`config.mk`:
```
export PLATFORM = sky130hd
export DESIGN_NAME = aes_share_arbiter_flat
export DESIGN_NICKNAME = d
export VERILOG_FILES = /design/src/rtl/aes_share_arbiter_if.sv /design/src/rtl/aes_share_arbiter.sv /design/src/flat_wrapper.sv
export SDC_FILE = /design/constraint.sdc
export NUM_CORES = 1
export LEC_CHECK = 0
export ABC_AREA = 1
export BUFFER_PORTS_ARGS = -buffer_cell sky130_fd_sc_hd__buf_2
export CORE_AREA = 2 2 454 456
export CTS_BUF_LIST = sky130_fd_sc_hd__clkbuf_4 sky130_fd_sc_hd__clkbuf_8 sky130_fd_sc_hd__clkbuf_16
export CTS_CLUSTER_SIZE = 16
export DETAILED_ROUTE_END_ITERATION = 10
export DIE_AREA = 0 0 456 458
export PLACE_DENSITY = 0.3
export REMOVE_ABC_BUFFERS = 1
export SLEW_MARGIN = 15
export SYNTH_ARGS = -nofsm -noshare
export SYNTH_HDL_FRONTEND = slang
export SYNTH_SLANG_ARGS = --single-unit
```
`constraint.sdc`:
```
create_clock -name iClk -period 16.6 [get_ports iClk]
set_clock_uncertainty 0.15 [all_clocks]
set_input_delay 1.66 -clock iClk [delete_from_list [all_inputs] [get_ports iClk]]
set_output_delay 1.66 -clock iClk [all_outputs]
set_load 0.03 [all_outputs]
```
`src/rtl/aes_share_arbiter_if.sv`:
```
// Bundles both requester channels and the AES_core operand/result wires shared by the arbiter.
// slave is the arbiter side; master is the side that drives requests and hosts the core.
interface aes_share_arbiter_if;
    logic         iReq0Valid;
    logic         oReq0Ready;
    logic [127:0] iReq0Plaintext;
    logic [127:0] iReq0Key;
    logic         oRsp0Valid;
    logic         iRsp0Ready;
    logic [127:0] oRsp0Data;
    logic         oRsp0Err;

    logic         iReq1Valid;
    logic         oReq1Ready;
    logic [127:0] iReq1Plaintext;
    logic [127:0] iReq1Key;
    logic         oRsp1Valid;
    logic         iRsp1Ready;
    logic [127:0] oRsp1Data;
    logic         oRsp1Err;

    logic         oAesStart;
    logic [127:0] oAesPlaintext;
    logic [127:0] oAesKey;
    logic [127:0] iAesCiphertext;
    logic         iAesDone;
    logic         oBusy;
    logic         oOwner;

    modport slave (
        input  iReq0Valid, iReq0Plaintext, iReq0Key, iRsp0Ready,
        input  iReq1Valid, iReq1Plaintext, iReq1Key, iRsp1Ready,
        input  iAesCiphertext, iAesDone,
        output oReq0Ready, oRsp0Valid, oRsp0Data, oRsp0Err,
        output oReq1Ready, oRsp1Valid, oRsp1Data, oRsp1Err,
        output oAesStart, oAesPlaintext, oAesKey, oBusy, oOwner
    );

    modport master (
        output iReq0Valid, iReq0Plaintext, iReq0Key, iRsp0Ready,
        output iReq1Valid, iReq1Plaintext, iReq1Key, iRsp1Ready,
        output iAesCiphertext, iAesDone,
        input  oReq0Ready, oRsp0Valid, oRsp0Data, oRsp0Err,
        input  oReq1Ready, oRsp1Valid, oRsp1Data, oRsp1Err,
        input  oAesStart, oAesPlaintext, oAesKey, oBusy, oOwner
    );
endinterface

```
`src/rtl/aes_share_arbiter.sv`:
```
// Round-robin sharing of one AES_core between two requesters, with a single
// outstanding operation, edge-detected completion and a watchdog timeout.
module aes_share_arbiter #(
    parameter int unsigned TIMEOUT_CYCLES = 32'd64
) (
    input  logic                iClk,
    input  logic                iRst,
    aes_share_arbiter_if.slave  bus
);

    typedef enum logic [1:0] {
        ST_IDLE  = 2'd0,
        ST_START = 2'd1,
        ST_WAIT  = 2'd2,
        ST_RESP  = 2'd3
    } state_t;

    localparam logic [15:0] CNT_LAST = 16'(TIMEOUT_CYCLES - 32'd1);

    state_t         state_r;
    logic           prio_r;
    logic           owner_r;
    logic           done_q_r;
    logic [15:0]    cnt_r;
    logic [127:0]   op_pt_r;
    logic [127:0]   op_key_r;
    logic           start_r;
    logic           busy_r;
    logic           rsp0_valid_r;
    logic           rsp1_valid_r;
    logic [127:0]   rsp0_data_r;
    logic [127:0]   rsp1_data_r;
    logic           rsp0_err_r;
    logic           rsp1_err_r;

    logic           sel_valid_s;
    logic           sel_idx_s;
    logic           done_edge_s;
    logic           timeout_s;
    logic           rsp_fire_s;

    // Pick a requester: a lone valid wins, a tie goes to prio.
    always_comb begin
        sel_valid_s = bus.iReq0Valid | bus.iReq1Valid;
        sel_idx_s   = 1'b0;
        if (bus.iReq0Valid && bus.iReq1Valid) begin
            sel_idx_s = prio_r;
        end else if (bus.iReq1Valid) begin
            sel_idx_s = 1'b1;
        end else begin
            sel_idx_s = 1'b0;
        end
    end

    // A done level left over from an earlier operation must not count, so only rising edges complete.
    assign done_edge_s = bus.iAesDone && !done_q_r;
    assign timeout_s   = (cnt_r == CNT_LAST);
    assign rsp_fire_s  = owner_r ? (rsp1_valid_r && bus.iRsp1Ready)
                                 : (rsp0_valid_r && bus.iRsp0Ready);

    // Ready is held low while reset is asserted even though the state already reads IDLE.
    assign bus.oReq0Ready = !iRst && (state_r == ST_IDLE) && sel_valid_s && !sel_idx_s;
    assign bus.oReq1Ready = !iRst && (state_r == ST_IDLE) && sel_valid_s &&  sel_idx_s;

    assign bus.oAesStart     = start_r;
    assign bus.oAesPlaintext = op_pt_r;
    assign bus.oAesKey       = op_key_r;
    assign bus.oBusy         = busy_r;
    assign bus.oOwner        = owner_r;
    assign bus.oRsp0Valid    = rsp0_valid_r;
    assign bus.oRsp0Data     = rsp0_data_r;
    assign bus.oRsp0Err      = rsp0_err_r;
    assign bus.oRsp1Valid    = rsp1_valid_r;
    assign bus.oRsp1Data     = rsp1_data_r;
    assign bus.oRsp1Err      = rsp1_err_r;

    // Sequencer FSM with registered outputs.
    always_ff @(posedge iClk or posedge iRst) begin
        if (iRst) begin
            state_r      <= ST_IDLE;
            prio_r       <= 1'b0;
            owner_r      <= 1'b0;
            done_q_r     <= 1'b0;
            cnt_r        <= 16'd0;
            op_pt_r      <= 128'd0;
            op_key_r     <= 128'd0;
            start_r      <= 1'b0;
            busy_r       <= 1'b0;
            rsp0_valid_r <= 1'b0;
            rsp1_valid_r <= 1'b0;
            rsp0_data_r  <= 128'd0;
            rsp1_data_r  <= 128'd0;
            rsp0_err_r   <= 1'b0;
            rsp1_err_r   <= 1'b0;
        end else begin
            done_q_r <= bus.iAesDone;
            case (state_r)
                ST_IDLE: begin
                    if (sel_valid_s) begin
                        owner_r  <= sel_idx_s;
                        op_pt_r  <= sel_idx_s ? bus.iReq1Plaintext : bus.iReq0Plaintext;
                        op_key_r <= sel_idx_s ? bus.iReq1Key       : bus.iReq0Key;
                        start_r  <= 1'b1;
                        busy_r   <= 1'b1;
                        state_r  <= ST_START;
                    end
                end
                ST_START: begin
                    start_r <= 1'b0;
                    cnt_r   <= 16'd0;
                    state_r <= ST_WAIT;
                end
                ST_WAIT: begin
                    // Done edge is tested first so it beats a simultaneous timeout.
                    if (done_edge_s || timeout_s) begin
                        state_r <= ST_RESP;
                        if (owner_r) begin
                            rsp1_valid_r <= 1'b1;
                            rsp1_data_r  <= done_edge_s ? bus.iAesCiphertext : 128'd0;
                            rsp1_err_r   <= !done_edge_s;
                        end else begin
                            rsp0_valid_r <= 1'b1;
                            rsp0_data_r  <= done_edge_s ? bus.iAesCiphertext : 128'd0;
                            rsp0_err_r   <= !done_edge_s;
                        end
                    end else begin
                        cnt_r <= cnt_r + 16'd1;
                    end
                end
                ST_RESP: begin
                    if (rsp_fire_s) begin
                        rsp0_valid_r <= 1'b0;
                        rsp1_valid_r <= 1'b0;
                        busy_r       <= 1'b0;
                        prio_r       <= ~owner_r;
                        state_r      <= ST_IDLE;
                    end
                end
                default: begin
                    start_r      <= 1'b0;
                    busy_r       <= 1'b0;
                    rsp0_valid_r <= 1'b0;
                    rsp1_valid_r <= 1'b0;
                    state_r      <= ST_IDLE;
                end
            endcase
        end
    end

endmodule
```
`src/flat_wrapper.sv`:
```
// flat-port wrapper written by rule: the top's interface ports become plain ports
module aes_share_arbiter_flat 
#(
    parameter int unsigned TIMEOUT_CYCLES = 32'd64
)
  (iClk, iRst, bus_iReq0Valid, bus_iReq0Plaintext, bus_iReq0Key, bus_iRsp0Ready, bus_iReq1Valid, bus_iReq1Plaintext, bus_iReq1Key, bus_iRsp1Ready, bus_iAesCiphertext, bus_iAesDone, bus_oReq0Ready, bus_oRsp0Valid, bus_oRsp0Data, bus_oRsp0Err, bus_oReq1Ready, bus_oRsp1Valid, bus_oRsp1Data, bus_oRsp1Err, bus_oAesStart, bus_oAesPlaintext, bus_oAesKey, bus_oBusy, bus_oOwner);
  aes_share_arbiter_if bus_i ();
  input  logic iClk;
  input  logic iRst;
  input wire logic [$bits(bus_i.iReq0Valid)-1:0] bus_iReq0Valid;
  input wire logic [$bits(bus_i.iReq0Plaintext)-1:0] bus_iReq0Plaintext;
  input wire logic [$bits(bus_i.iReq0Key)-1:0] bus_iReq0Key;
  input wire logic [$bits(bus_i.iRsp0Ready)-1:0] bus_iRsp0Ready;
  input wire logic [$bits(bus_i.iReq1Valid)-1:0] bus_iReq1Valid;
  input wire logic [$bits(bus_i.iReq1Plaintext)-1:0] bus_iReq1Plaintext;
  input wire logic [$bits(bus_i.iReq1Key)-1:0] bus_iReq1Key;
  input wire logic [$bits(bus_i.iRsp1Ready)-1:0] bus_iRsp1Ready;
  input wire logic [$bits(bus_i.iAesCiphertext)-1:0] bus_iAesCiphertext;
  input wire logic [$bits(bus_i.iAesDone)-1:0] bus_iAesDone;
  output wire logic [$bits(bus_i.oReq0Ready)-1:0] bus_oReq0Ready;
  output wire logic [$bits(bus_i.oRsp0Valid)-1:0] bus_oRsp0Valid;
  output wire logic [$bits(bus_i.oRsp0Data)-1:0] bus_oRsp0Data;
  output wire logic [$bits(bus_i.oRsp0Err)-1:0] bus_oRsp0Err;
  output wire logic [$bits(bus_i.oReq1Ready)-1:0] bus_oReq1Ready;
  output wire logic [$bits(bus_i.oRsp1Valid)-1:0] bus_oRsp1Valid;
  output wire logic [$bits(bus_i.oRsp1Data)-1:0] bus_oRsp1Data;
  output wire logic [$bits(bus_i.oRsp1Err)-1:0] bus_oRsp1Err;
  output wire logic [$bits(bus_i.oAesStart)-1:0] bus_oAesStart;
  output wire logic [$bits(bus_i.oAesPlaintext)-1:0] bus_oAesPlaintext;
  output wire logic [$bits(bus_i.oAesKey)-1:0] bus_oAesKey;
  output wire logic [$bits(bus_i.oBusy)-1:0] bus_oBusy;
  output wire logic [$bits(bus_i.oOwner)-1:0] bus_oOwner;
  assign bus_i.iReq0Valid = bus_iReq0Valid;
  assign bus_i.iReq0Plaintext = bus_iReq0Plaintext;
  assign bus_i.iReq0Key = bus_iReq0Key;
  assign bus_i.iRsp0Ready = bus_iRsp0Ready;
  assign bus_i.iReq1Valid = bus_iReq1Valid;
  assign bus_i.iReq1Plaintext = bus_iReq1Plaintext;
  assign bus_i.iReq1Key = bus_iReq1Key;
  assign bus_i.iRsp1Ready = bus_iRsp1Ready;
  assign bus_i.iAesCiphertext = bus_iAesCiphertext;
  assign bus_i.iAesDone = bus_iAesDone;
  assign bus_oReq0Ready = bus_i.oReq0Ready;
  assign bus_oRsp0Valid = bus_i.oRsp0Valid;
  assign bus_oRsp0Data = bus_i.oRsp0Data;
  assign bus_oRsp0Err = bus_i.oRsp0Err;
  assign bus_oReq1Ready = bus_i.oReq1Ready;
  assign bus_oRsp1Valid = bus_i.oRsp1Valid;
  assign bus_oRsp1Data = bus_i.oRsp1Data;
  assign bus_oRsp1Err = bus_i.oRsp1Err;
  assign bus_oAesStart = bus_i.oAesStart;
  assign bus_oAesPlaintext = bus_i.oAesPlaintext;
  assign bus_oAesKey = bus_i.oAesKey;
  assign bus_oBusy = bus_i.oBusy;
  assign bus_oOwner = bus_i.oOwner;
  aes_share_arbiter #(.TIMEOUT_CYCLES(TIMEOUT_CYCLES)) u_core (.iClk(iClk), .iRst(iRst), .bus(bus_i));
endmodule
```
==> flow_summary.yaml, run 1 <==
status:
  outcome: "complete, no violations"
job:
  drv_cap: 0
global_route:
  grt_first_pass_wirelength_um: 185000
  grt_pass1_vias: 23585
  grt_overflow: 0
  grt.total_usage: 0.123
  grt_max_degree: 149
  antenna_found_initial: 43
die:
  die_y_um: 458
  fp.dieArea_um2: 209000
  pin_count: 1168
  die_x_um: 456
  core_area_um2: 204000
  start_util: 0.111
  std_cell_rows: 166
worst_setup_path:
  rr_worst_depth: 10
  startpoint: "bus_iReq0Valid"
  crit_path_end: "bus_oReq1Ready"
  crit_arrival_ns: 3.38
  endpoint_kind: "output pin"
  r2r_end: "u_core.bus.oRsp0Data[109]$_DFFE_PP0P_"
  required_ns: 14.79
  critical_path_class: "in -> out"
  worst-r2r-setup-slack_ns: 12.31
  start_kind: "input pin"
  critPathMaxFanout: 90
  reg2reg_from: "u_core.cnt_r[0]$_DFFE_PP0P_"
min_path:
  hold_class: "reg -> reg"
  hp-start: "u_core.bus.oRsp1Data[62]$_DFFE_PP0P_"
detailed_routing:
  wl_per_cell_um: 20.5
  dr.first_iter.drc_count: 1452
  drtAntennaViolNets: 0
  drc: 0
  via_per_inst: 3.52
  dr.pass1.iters: 5
  drt-total-wl_um: 132000
  num_vias: 22715
layout:
  post-route-util: 0.166
  final_cell_mix: "buf_2 (1167), nand2_1 (730), dfrtp_1 (539)"
  layout_commonest_cell: "buf_2"
  area_growth_pct: 49.4
  fin_nets: 4344
  final_design_area_no_fill_um2: 33800
  drive_gt1_frac: 0.357
placed_design:
  portBuffers: 1167
  hpwl_um: 99100
  placed_area_um2: 31200
  routabilityCongestion: 0.850
  pre_cts_ws_ns: 10.94
sta:
  slew_viol_final: 0
  hold_viol: 0
  holdWs_ns: 0.326
  period_needed_ns: 5.19
  rsz0062_at_grt: "false"
  setup_viol: 0
  timing.fmax_ghz: 0.193
  max_slew.worst_pin.slew_ns: 1.07
  fin_crit_sh: 0.312
  slew_headroom: 0.289
  fin_ws_ns: 11.41
synthesis:
  yosys.area.top_type: "dfrtp_1"
  synth_cell_types: 26
  yosys_warnings: 0
  synth_area_um2: 22600
  syn_inst: 2606
  ys_ff_latch: 539
  synthTopCellsByArea: "dfrtp_1 (60%), nand2_1 (12%), o21ai_0 (12%)"
  yosysTopAreaCellShare: 0.596
  synth.avg_cell_area_um2: 8.68
  synth-seq-area-share: 0.596
clock_tree:
  ctsLongestPathBuffers: 3
  cts_resized: 0
  insertion_delay_ns: 0.67
  cts_buffers: 76
  cts.sinks: 539
  ctsHoldBuffers: 0
  clk_pin_slew_worst_paths_ns: 0.05
  root_buffer: "clkbuf_16"
  cts_tree: "done"
  post_cts_buffers: 0
  cts_htree_levels: 3
power_and_ir_drop:
  p_per_area_nw_per_um2: 224
  peakVddDrop_mv: 0.0938
  leakage_uw: 0.0162
  p_total_uw: 7570
cells in the mapped netlist:
library cell and number:
nand3_2 2, buf_6 25, clkinv_1 3, buf_1 10
o21ai_2 1, inv_2 2, nor2_2 1, ha_1 5
nor2_1 292, buf_4 1, o22ai_1 1, inv_1 25
nand2_2 1, xor2_1 5, xnor2_1 1, nor3_1 1
dfrtp_1 539, a21oi_1 153, nand4_1 8, nand2_1 732
nand3_1 15, o21ai_0 525, buf_2 36, clkbuf_1 115
nand3_4 1, o21ai_1 106
stage by stage:
| step | std cells | setup TNS (ns) |
|---|---|---|
| floorplan | 2419 | -148.43 |
| global placement | 6302 | 0 |
| detailed placement | 6302 | 0 |
| CTS | 6432 | 0 |
| global route | 6440 | 0 |
| finish | 6452 | 0 |
layer usage:
layer / GRT usage / up-vias / part of all wire
met2: 0.219 / 805 / 0.51
met3: 0.0373 / 154 / 0.067
met1: 0.136 / 10924 / 0.39
met4: 0.0426 / 32 / 0.029
li1: - / 10800 / -
met5: 0 / - / 0.0016
worst max-delay path: stages:
cell,delay (ns)
buf_2,0.12
nand2_1,0.10
nand2_4,0.38
inv_8,0.60
nand2_1,0.16
nor2_1,0.11
buf_2,0.20
final cells by class:
cell class / count / area, um^2
clock inverters: 16 / 216
fillers: 23297 / 170000
clock buffers: 114 / 2340
well taps: 2688 / 3360
inverters: 30 / 135
multi-input cells: 1850 / 8120
diodes: 20 / 50.0
flip-flops and latches: 539 / 13500
repair buffers: 1195 / 6090
how the worst min path moves through the flow:
stage	depth (start not counted)	slack (ns)	endpoint
after floorplan	2	0.34	u_core.cnt_r[1]$_DFFE_PP0P_
after global placement	2	0.31	u_core.bus.oRsp0Err$_DFFE_PP0P_
after detailed placement	2	0.32	u_core.bus.oAesPlaintext[76]$_DFFE_PP0P_
after CTS	2	0.33	u_core.bus.oAesPlaintext[76]$_DFFE_PP0P_
after global routing	2	0.35	u_core.bus.oRsp1Data[76]$_DFFE_PP0P_
final	2	0.33	u_core.bus.oRsp1Data[62]$_DFFE_PP0P_
power breakdown:
part	total [uW]	switching, uW	internal (uW)
registers	2320	373	1940
clock network	1710	674	1030
logic	3550	2690	860
total	7570	3730	3840
flip-flops by register name, indices dropped and copies added (netlist names):
| signal | flops |
|---|---|
| u_core.cnt_r | 16 |
| u_core.bus.oAesKey | 128 |
| u_core.bus.oOwner | 1 |
| u_core.bus.oRsp1Data | 128 |
| u_core.bus.oRsp1Err | 1 |
| u_core.done_q_r | 1 |
| u_core.prio_r | 1 |
| u_core.bus.oRsp0Err | 1 |
| u_core.bus.oRsp1Valid | 1 |
| u_core.bus.oRsp0Data | 128 |
| u_core.state_r | 2 |
| u_core.bus.oAesPlaintext | 128 |
| u_core.bus.oBusy | 1 |
| u_core.bus.oRsp0Valid | 1 |
| u_core.bus.oAesStart | 1 |
kinds of logic (layout without fill, tap and decap cells):
family	after synthesis	in the layout	share of synthesized area
AOI/OAI and AO/OA	786	786	0.174
xor gates and xnor gates	6	6	0.00232
adders and majority gates	5	5	0.00277
buffers and inverters	217	1355	0.0465
DFF	539	539	0.596
other	0	20	0
and+or+nand+nor	1053	1053	0.178
No activity file was read; power rests on OpenSTA's default activity.
==> inputs of run 2 (changes only) <==
- clock period: 16.6 -> 4.6 ns (I/O delays scaled with it)
==> run 2 against run 1 <==
Sequential power grew to 3.6 times the previous value. Clock-buffer cell count up 4. Power increased to 4.0 times the previous value. Critical path depth grew 2. Register-to-register slack worse by 11 ns. Final area up 20%. Routed wire length up 4.2%. Critical path type is now reg -> reg. Setup slack got worse by 10 ns. Global-route usage grew 0.48 points.
==> flow_summary.yaml, run 2 (synthesis results as in run 1) <==
status:
  outcome: "complete, no violations"
clock_tree:
  cts_htree_levels: 3
  ctsLongestPathBuffers: 3
  clk_pin_slew_worst_paths_ns: 0.06
  root_buffer: "clkbuf_16"
  cts_buffers: 77
  insertion_delay_ns: 0.70
  cts.sinks: 539
  post_cts_buffers: 0
  cts_tree: "done"
sta:
  timing.fmax_ghz: 0.301
  hold_viol: 0
  max_slew.worst_pin.slew_ns: 0.861
  slew_viol_final: 0
  slew_headroom: 0.426
  setup_viol: 0
  fin_crit_sh: 0.723
  period_needed_ns: 3.33
  rsz0062_at_grt: "false"
global_route:
  grt_max_degree: 116
  grt_pass1_vias: 26559
  grt_first_pass_wirelength_um: 195000
  grt_overflow: 0
  grt.total_usage: 0.127
  antenna_found_initial: 27
worst_setup_path:
  crit_arrival_ns: 3.80
  cp_top_family: "buffers and inverters"
  path_buf_inv: 5
  required_ns: 5.07
  cp_common_cell: "o21ai_0"
  cp_slowest_cell: "dlygate4sd3_1"
  crit_chain: "inv_1, ha_1, o21ai_4, buf_4, inv_8, buf_12, o21ai_0, o21ai_0, dlygate4sd3_1"
  critPathMaxFanout: 81
  start_kind: "flip-flop"
  endpoint_kind: "flip-flop"
  critical_path_class: "reg -> reg"
  max_stage_delay_ns: 0.57
power_and_ir_drop:
  intPower_uw: 15900
  peakVddDrop_mv: 0.298
  switching_share: 0.471
  p_per_area_nw_per_um2: 742
  sequentialPowerShare: 0.279
  p_comb_frac: 0.515
  leakage_uw: 0.0191
  p_clk_frac: 0.206
  p_sw_uw: 14200
detailed_routing:
  dr.first_iter.drc_count: 1498
  via_per_inst: 3.57
  dr.pass1.iters: 5
  wl_per_cell_um: 19.4
  drt-total-wl_um: 138000
  num_vias: 25436
  drtAntennaViolNets: 0
  drc: 0
placed_design:
  placed_cells: 6326
  routabilityCongestion: 0.836
  portBuffers: 1167
  placed_area_um2: 31500
  hpwl_um: 102000
die:
  pin_count: 1168
  std_cell_rows: 166
  die_y_um: 458
  fp.dieArea_um2: 209000
  core_area_um2: 204000
  start_util: 0.111
  die_x_um: 456
layout:
  layout_commonest_cell: "buf_2"
  num-fill-cells: 23003
  seq_area_um2: 13500
  area_growth_pct: 79.1
  stdcell_count: 7118
  fin_nets: 5008
  multi_input_area_um2: 8120
  final_cell_mix: "buf_2 (1167), nand2_1 (730), dlygate4sd3_1 (639)"
  post-route-util: 0.199
  drive_gt1_frac: 0.310
  final_design_area_no_fill_um2: 40500
min_path:
  hold_class: "in -> reg"
job:
  drv_cap: 0
run 2: cell count changes in the layout (fill, tap and decap cells not counted), moves of 2 or more:
cell           delta
buf_12            +9
clkbuf_4          +2
clkbuf_8          +3
diode_2           -3
dlygate4sd3_1   +639
buf_4            +15
clkinv_4          +2
bufinv_16         -2
run 2: power by group through the flow:
stage	combinational, uW	clock [uW]	sequential [uW]
after floorplan	3410	0	12700
after global placement	13400	0	8450
after detailed placement	13400	0	8450
after CTS	15700	6450	8410
after global routing	16600	6630	8680
final	15500	6190	8390
run 2: path summary, 6_finish.rpt:
kind                                                      start                                   end  slack, ns  cells after the start
min in group asynchronous                                  iRst    u_core.bus.oAesKey[12]$_DFFE_PP0P_       0.34                      3
setup reg to reg                  u_core.state_r[1]$_DFFE_PP0P_    u_core.bus.oAesKey[10]$_DFFE_PP0P_       1.27                      9
setup / recovery                  u_core.state_r[1]$_DFFE_PP0P_    u_core.bus.oAesKey[10]$_DFFE_PP0P_       1.27                      9
hold reg to reg            u_core.bus.oRsp1Data[18]$_DFFE_PP0P_  u_core.bus.oRsp1Data[18]$_DFFE_PP0P_       0.32                      2
max in group asynchronous                                  iRst     u_core.bus.oAesKey[7]$_DFFE_PP0P_       2.89                      4
hold / removal                                bus_iReq1Key[116]   u_core.bus.oAesKey[116]$_DFFE_PP0P_       0.04                      3
run 2: through the flow:
| stage | power, uW | setup WS [ns] | hold slack [ns] | setup TNS [ns] |
|---|---|---|---|---|
| finish | 30000 | 1.27 | 0.0412 | 0 |
| floorplan | 16100 | -11.08 | 0.340 | -7952.07 |
| global route | 31900 | 1.10 | 0.0487 | 0 |
| detailed placement | 21900 | 1.68 | 0.317 | 0 |
| global placement | 21900 | 1.70 | 0.312 | 0 |
| CTS | 30600 | 1.22 | 0.00874 | 0 |
run 2: layout make-up:
cell class / instances / area share
well taps: 2688 / 0.0830
flip-flops and latches: 539 / 0.333
clock inverters: 18 / 0.00528
diodes: 17 / 0.00105
inverters: 30 / 0.00334
multi-input cells: 1850 / 0.200
repair buffers: 1858 / 0.315
clock buffers: 118 / 0.0585
run 2: timing repair:
item	4_1_cts	5_1_grt
hold endpoints to repair	565	0
resized for setup	0	0
hold buffers	639	0
run 2: routing by layer:
| metal | track usage | up-vias | share of wire |
|---|---|---|---|
| li1 | - | 12116 | - |
| met1 | 0.140 | 12178 | 0.38 |
| met2 | 0.215 | 894 | 0.49 |
| met3 | 0.0363 | 228 | 0.064 |
| met4 | 0.0801 | 20 | 0.064 |
| met5 | 0.00230 | - | 0.0013 |
run 2: worst reg2reg max path: cells and delay by family (launching register included):
family	cells	cell delay, ns
adders and majority gates	1	0.28
AOI/OAI and AO/OA	3	0.62
buffers and inverters	5	1.81
DFF	1	0.41
